--- config.mk ---
export PLATFORM = sky130hd
export DESIGN_NAME = crc_serial_check
export DESIGN_NICKNAME = d
export VERILOG_FILES = /design/src/rtl/crc_serial_check.sv
export SDC_FILE = /design/constraint.sdc
export NUM_CORES = 1
export LEC_CHECK = 0
export CORE_UTILIZATION = 41
export CTS_CLUSTER_SIZE = 30
export DETAILED_ROUTE_END_ITERATION = 16
export PLACE_DENSITY_LB_ADDON = 0.08
export SKIP_CTS_REPAIR_TIMING = 1
export SLEW_MARGIN = 20
export SYNTH_ARGS = -nofsm -noshare
export SYNTH_HDL_FRONTEND = slang
export SYNTH_SLANG_ARGS = --single-unit
--- constraint.sdc ---
create_clock -name clk -period 5.5 [get_ports clk]
set_input_delay 1.1 -clock clk [delete_from_list [all_inputs] [get_ports clk]]
set_output_delay 1.1 -clock clk [all_outputs]
set_load 0.05 [all_outputs]
--- src/rtl/crc_serial_check.sv ---
// Receive-side serial CRC checker: runs the LSB-first LFSR over data plus FCS
// and reports pass/runt/bit-count when the frame strobe drops.
module crc_serial_check #(
    parameter int unsigned W   = 32,
    parameter logic [W-1:0] P  = W'(32'hEDB88320),
    parameter logic [W-1:0] R  = W'(32'hDEBB20E3),
    parameter int unsigned MIN = 40,
    parameter int unsigned CW  = 16
) (
    input  logic          clk,
    input  logic          reset,
    input  logic          frame,
    input  logic          enable,
    input  logic          d,
    output logic          busy,
    output logic          done,
    output logic          ok,
    output logic          runt,
    output logic [CW-1:0] bits,
    output logic [W-1:0]  crc
);

    typedef enum logic {IDLE, RUN} state_t;

    localparam logic [CW-1:0] COUNT_MAX = '1;

    state_t        state_q, state_d;
    logic [W-1:0]  crc_q, crc_d;
    logic [CW-1:0] count_q, count_d;
    logic          done_q, done_d;
    logic          ok_q, ok_d;
    logic          runt_q, runt_d;
    logic [CW-1:0] bits_q, bits_d;
    logic          busy_q, busy_d;
    logic          count_lt_min;

    function automatic logic [W-1:0] step(input logic [W-1:0] q, input logic b);
        step = (q >> 1) ^ ((q[0] ^ b) ? P : '0);
    endfunction

    always_comb begin
        count_lt_min = (32'(count_q) < MIN);
        state_d      = state_q;
        crc_d        = crc_q;
        count_d      = count_q;
        done_d       = 1'b0;
        ok_d         = ok_q;
        runt_d       = runt_q;
        bits_d       = bits_q;
        case (state_q)
            IDLE: begin
                crc_d   = {W{1'b1}};
                count_d = '0;
                if (frame && enable) begin
                    crc_d   = step({W{1'b1}}, d);
                    count_d = CW'(1);
                    state_d = RUN;
                end
            end
            RUN: begin
                // Frame end judges the register as it stood before this edge.
                if (!frame) begin
                    done_d  = 1'b1;
                    bits_d  = count_q;
                    runt_d  = count_lt_min;
                    ok_d    = (crc_q == R) && !count_lt_min;
                    crc_d   = {W{1'b1}};
                    count_d = '0;
                    state_d = IDLE;
                end else if (enable) begin
                    crc_d = step(crc_q, d);
                    if (count_q != COUNT_MAX) begin
                        count_d = count_q + 1'b1;
                    end
                end
            end
        endcase
        busy_d = (state_d == RUN);
    end

    always_ff @(posedge clk) begin
        if (reset) begin
            state_q <= IDLE;
            crc_q   <= {W{1'b1}};
            count_q <= '0;
            done_q  <= 1'b0;
            ok_q    <= 1'b0;
            runt_q  <= 1'b0;
            bits_q  <= '0;
            busy_q  <= 1'b0;
        end else begin
            state_q <= state_d;
            crc_q   <= crc_d;
            count_q <= count_d;
            done_q  <= done_d;
            ok_q    <= ok_d;
            runt_q  <= runt_d;
            bits_q  <= bits_d;
            busy_q  <= busy_d;
        end
    end

    assign busy = busy_q;
    assign done = done_q;
    assign ok   = ok_q;
    assign runt = runt_q;
    assign bits = bits_q;
    assign crc  = crc_q;

endmodule

Word level (Yosys, flattened, before mapping)

Cells that the tools add are included.

Equal/unequal tests: 4
Order comparisons: 1
$add $sub $neg: 1
Bitwise logic cells: 5
Multiplexer cells: 15
Reduce and logical (&&, ||, !) cells: 6

Operators with widths:

| kind                                                  | count |
|---|---|
| 2-to-1 mux 32 bit                                     | 5 |
| one-hot mux 32 bit (2 select lines)                   | 1 |
| 2-to-1 mux 16 bit                                     | 3 |
| equality test 32 bit, second input constant           | 1 |
| one-hot mux 16 bit (2 select lines)                   | 1 |
| XOR 31 x 32 -> 32 bit                                 | 1 |
| NOT 31 bit                                            | 1 |
| adder 16 x 1 -> 16 bit, second input constant         | 1 |
| < comparator 16 x 6 -> 1 bit, second input constant   | 1 |
| inequality test 16 bit, second input constant         | 1 |
| 2-to-1 mux 1 bit                                      | 4 |
| AND reduction 2 bit                                   | 2 |
| inequality test 3 x 2 -> 1 bit, second input constant | 1 |
| inequality test 3 bit, second input constant          | 1 |
| logical AND 1 bit                                     | 2 |
| NOT 1 bit                                             | 2 |
| one-hot mux 1 bit (2 select lines)                    | 1 |
| OR reduction 2 bit                                    | 1 |
| logical NOT 1 bit                                     | 1 |
| XOR 1 bit                                             | 1 |

Output and inout bits: 52
Register bits: 68
Word-level logic and storage cells: 39
Input bits: 5

Depth between registers and ports, before layout

Depth after elaboration: 6
Mapped depth: 6
Gate-level depth less buffers: 5

Worst setup path after synthesis

No wires, ideal clock.

Kind: input to register
From: in enable
To: reg count_q[15]
Setup slack: 2,887 ps
Data required time: 5,430 ps
Data arrival time: 2,542 ps
Setup time: 70 ps
Buffers on the path: 1
Cell stages on the path: 5
Cells stage by stage: clkbuf_1 > nand4_1 > or4_4 > or4_1 > a21oi_1

Word-level cells in the longest chain between the ends: 2

RTL lines:

| element                                | RTL line | RTL |
|---|---|---|
| from (decl)                            | 13       | `input logic enable,` |
| inequality test 3 bit (no source line) | --       |  |
| AND reduction 2 bit (no source line)   | --       |  |
| to (signal assigned)                   | 94       | `count_q <= count_d;` |
| to (decl)                              | 29       | `logic [CW-1:0] count_q, count_d;` |

No other way between the ends.
A chain may end at the register's enable or synchronous reset.

Worst setup path in the final report

Ends and elaborated chain as after synthesis.

==> reports/results.tsv <==
stage	metric	value	unit
synth	Syn Inst Count	340	
worst_setup_path	critical path, cell by cell	clkdlybuf4s50_1, buf_4, nand4_1, or4_4, or4_1, a21oi_1	
synth	Yosys cell types	44	
clock_network	CTS sink cnt	68	
drt	Final ANT Viol Nets	0	
clock_network	clock root buffer	clkbuf_8	
floorplan	die footprint	7630	µm²
power	total leakage power	1.30	nW
placed_design	Port Buffers	56	
worst_hold_path	Hold Crit Class	flip-flop to flip-flop	
floorplan	Die H	87.4	µm
grt	total track usage	20.2	%
floorplan	I/O pin count	57	
worst_setup_path	WS Path Type	input port to flip-flop	
worst_setup_path	crit path capture	count_q[15]$_SDFFE_PP0P_	
worst_setup_path	critical path's top delay family	simple AND/OR/NAND/NOR gates	
clock_network	CTS buffer count	9	
layout	Final Cell Area	3800	µm²
synth	Synthesized Nets	346	
synth	Yosys top cell area share	45.6	%
layout	Antenna diodes	0	
worst_setup_path	RR Endpoint	count_q[0]$_SDFFE_PP0P_	
floorplan	Die W	87.4	µm
floorplan	initial core utilization	43.3	%
worst_setup_path	R2R depth	5	
worst_setup_path	Worst R2R Start	count_q[0]$_SDFFE_PP0P_	
worst_setup_path	slowest stage cell, crit path	or4_4	
clock_network	latest clock arrival within the worst-skew pair	0.34	ns
grt	layer carrying the most global-route usage	met2	
timing	fin crit share	54.4	%
worst_setup_path	Critical Path AT	3.27	ns
grt	vias in the first global route	2518	
timing	max-slew violations	0	
power	Max IR drop VDD	0.000198	V
timing	Min Clock Period, post-route	2.99	ns
synth	Post-synth EDFFs	0	
worst_setup_path	slowest stage delay, CP	0.52	ns
status	status	complete, no violations	
timing	Final Skew	0.00848	ns
layout	final net count	392	
synth	sequential fraction of the synthesis area	45.6	%
layout	layout cells sized above 1	7.67	%
synth	mean post-synth cell area	8.79	µm²
layout	synthesis-to-layout area growth	27.3	%
timing	Final Hold Viols	0	
placed_design	Placed Instance Area	3610	µm²
clock_network	CTS tree	done	
worst_setup_path	crit end category	flip-flop	
job	Max-cap violations	0	
synth	largest area contributor in the netlist	dfxtp_1	
power	Pwr Density	255	nW/µm²
worst_setup_path	critical path launch point type	input port	
timing	Setup-failing EPs final	0	
floorplan	Cell Rows	30	
drt	DR WL/cell	14.8	µm
drt	drt initial violations	130	
clock_network	Reg clk slew, reported paths	0.08	ns
grt	gr ovfl total	0	
synth	synth top area cells	dfxtp_1 46%, nand2_1 8.0%, mux2i_1 6.0%, a21oi_1 4.9%, xnor2_1 3.5%	
drt	total wire length	7190	µm
drt	Via-to-Cell Ratio	5.44	
timing	relative slew slack	45.7	%
worst_setup_path	Crit Path Max Fanout	27	
synth	Yosys warnings	0	
worst_setup_path	reg2reg setup slack	3.42	ns
drt	detailed-route via count	2650	
timing	Worst-Margin Slew	0.812	ns
synth	FF+latch count, synth	68	
synth	Cell Area, Synth	2990	µm²
worst_setup_path	launch point of the critical path	enable	
synth	async set-reset flop share out of synthesis	0	%
grt	initial antenna violation count	0	
grt	GRT met2 Usage	34.0	%
clock_network	H-Tree Depth	3	
grt	met1 Track Usage GR	24.4	%
placed_design	post-DP HPWL	4810	µm
grt	global-route wire length before repair	11900	µm
drt	1st-pass router iterations	4	
clock_network	clk buf depth	2	
floorplan	core area	6910	µm²
grt	largest net degree at the start of global routing	28	
drt	detailed-route DRC error count	0	
worst_setup_path	WP depth	6	
synth	ys flop type	dfxtp_1	
timing	setup TNS	0	ns
grt	GRT met3 Usage	6.82	%
worst_setup_path	Critical path buffers and inverters	2	
worst_setup_path	worst endpoint required time	5.77	ns
placed_design	Final GP Congestion	0.792	
timing	FMAX	334	MHz
timing	RSZ-0062 raised after global routing	no	
==> cells by family (layout without fill, tap and decap cells) <==
group                    count (synthesis)  after routing  synth area share (%)
multiplexers                            18             18                  6.03
buffers and inverters                   27             78                  3.43
flip-flops                              68             68                  45.6
adder cells (fa/ha/maj)                  1              1                 0.419
AO/OA/AOI/OAI                           81             81                  17.6
AND/OR/NAND/NOR                        130            130                  22.5
XOR/XNOR                                15             15                  4.40
==> report_power, final <==
| part | total, mW | internal, mW | switching [mW] | leakage, nW |
|---|---|---|---|---|
| Sequential | 0.506 | 0.499 | 0.00728 | 0.551 |
| Clock | 0.384 | 0.189 | 0.195 | 0.0957 |
| Combinational | 0.0810 | 0.0301 | 0.0508 | 0.649 |
| Total | 0.971 | 0.718 | 0.253 | 1.30 |
==> worst register-to-register path, delay by kind of cell (launching register included) <==
kind,cells,cell delay (ns)
simple gates,3,0.94
fa+ha+maj,1,0.25
flops,1,0.46
compound gates,1,0.31
==> final cells by class <==
cell class | instances | area, µm²
clock buffer | 11 | 151
clock inverter | 5 | 35.0
fill | 687 | 3100
inverter | 1 | 3.75
multi-input combinational | 245 | 1540
sequential | 68 | 1360
tap | 96 | 120
timing repair buffer | 61 | 598
==> flip-flops by register name, summed over array words and instances, names as in the netlist <==
register and cells:
crc 32, bits 16, count_q 16, busy 1, done 1, ok 1, runt 1
==> layer usage <==
layer	share of wire, %	wire, µm	vias up
met3	5.2	376	11
met2	48	3420	67
met5	0	0	-
li1	-	-	1314
met4	1.2	89	0
met1	46	3300	1258
==> through the flow <==
stage               utilization (%)  setup slack (ns)  hold slack, ns  std cells  power (mW)
finish                         55.1              2.51           0.454        487       0.971
detailed placement             52.2              2.17           0.446        471       0.598
global route                   55.1              2.41           0.473        487        1.01
CTS                            54.9              2.52           0.457        487       0.981
global placement               52.2              2.21           0.446        471       0.598
floorplan                         -              2.89           0.471        340       0.574
==> Yosys cell counts (5+ instances only) <==
master	number
o21ai_0	10
clkbuf_1	21
or4_1	8
nand4b_1	5
a21oi_1	29
a21boi_0	11
xnor2_1	12
nand2_1	64
o31ai_1	5
dfxtp_1	68
mux2i_1	18
nor2_1	8
o22a_1	11
nand3_1	8
nand4_1	8
==> worst min path at each step <==
stage                       startpoint                     to  slack, ns  cells after the start
3_5_place_dp     bits[12]$_SDFFE_PP0P_  bits[12]$_SDFFE_PP0P_       0.45                      2
4_1_cts          bits[12]$_SDFFE_PP0P_  bits[12]$_SDFFE_PP0P_       0.46                      2
3_3_place_gp      bits[9]$_SDFFE_PP0P_   bits[9]$_SDFFE_PP0P_       0.45                      2
2_1_floorplan  count_q[1]$_SDFFE_PP0P_   bits[1]$_SDFFE_PP0P_       0.47                      2
6_report         bits[12]$_SDFFE_PP0P_  bits[12]$_SDFFE_PP0P_       0.45                      2
5_1_grt          bits[12]$_SDFFE_PP0P_  bits[12]$_SDFFE_PP0P_       0.47                      2
==> placed cells by master (no fill, tap or decap), types with 2 or more instances in the layout <==
| cell type | n |
|---|---|
| a211oi_1 | 3 |
| a21boi_0 | 11 |
| a21o_1 | 2 |
| a21oi_1 | 29 |
| a31oi_1 | 2 |
| and3_1 | 2 |
| and4_1 | 2 |
| buf_4 | 5 |
| clkbuf_8 | 11 |
| clkdlybuf4s50_1 | 56 |
| clkinv_2 | 2 |
| dfxtp_1 | 68 |
| mux2i_1 | 18 |
| nand2_1 | 64 |
| nand3_1 | 8 |
| nand4_1 | 8 |
| nand4b_1 | 5 |
| nor2_1 | 8 |
| nor2b_1 | 3 |
| nor3_1 | 4 |
| nor4_1 | 4 |
| o211ai_1 | 2 |
| o21ai_0 | 10 |
| o22a_1 | 11 |
| o31ai_1 | 5 |
| or2_2 | 3 |
| or3_1 | 3 |
| or4_1 | 8 |
| xnor2_1 | 12 |
| xor2_1 | 3 |
(Power assumes the default switching activity.)
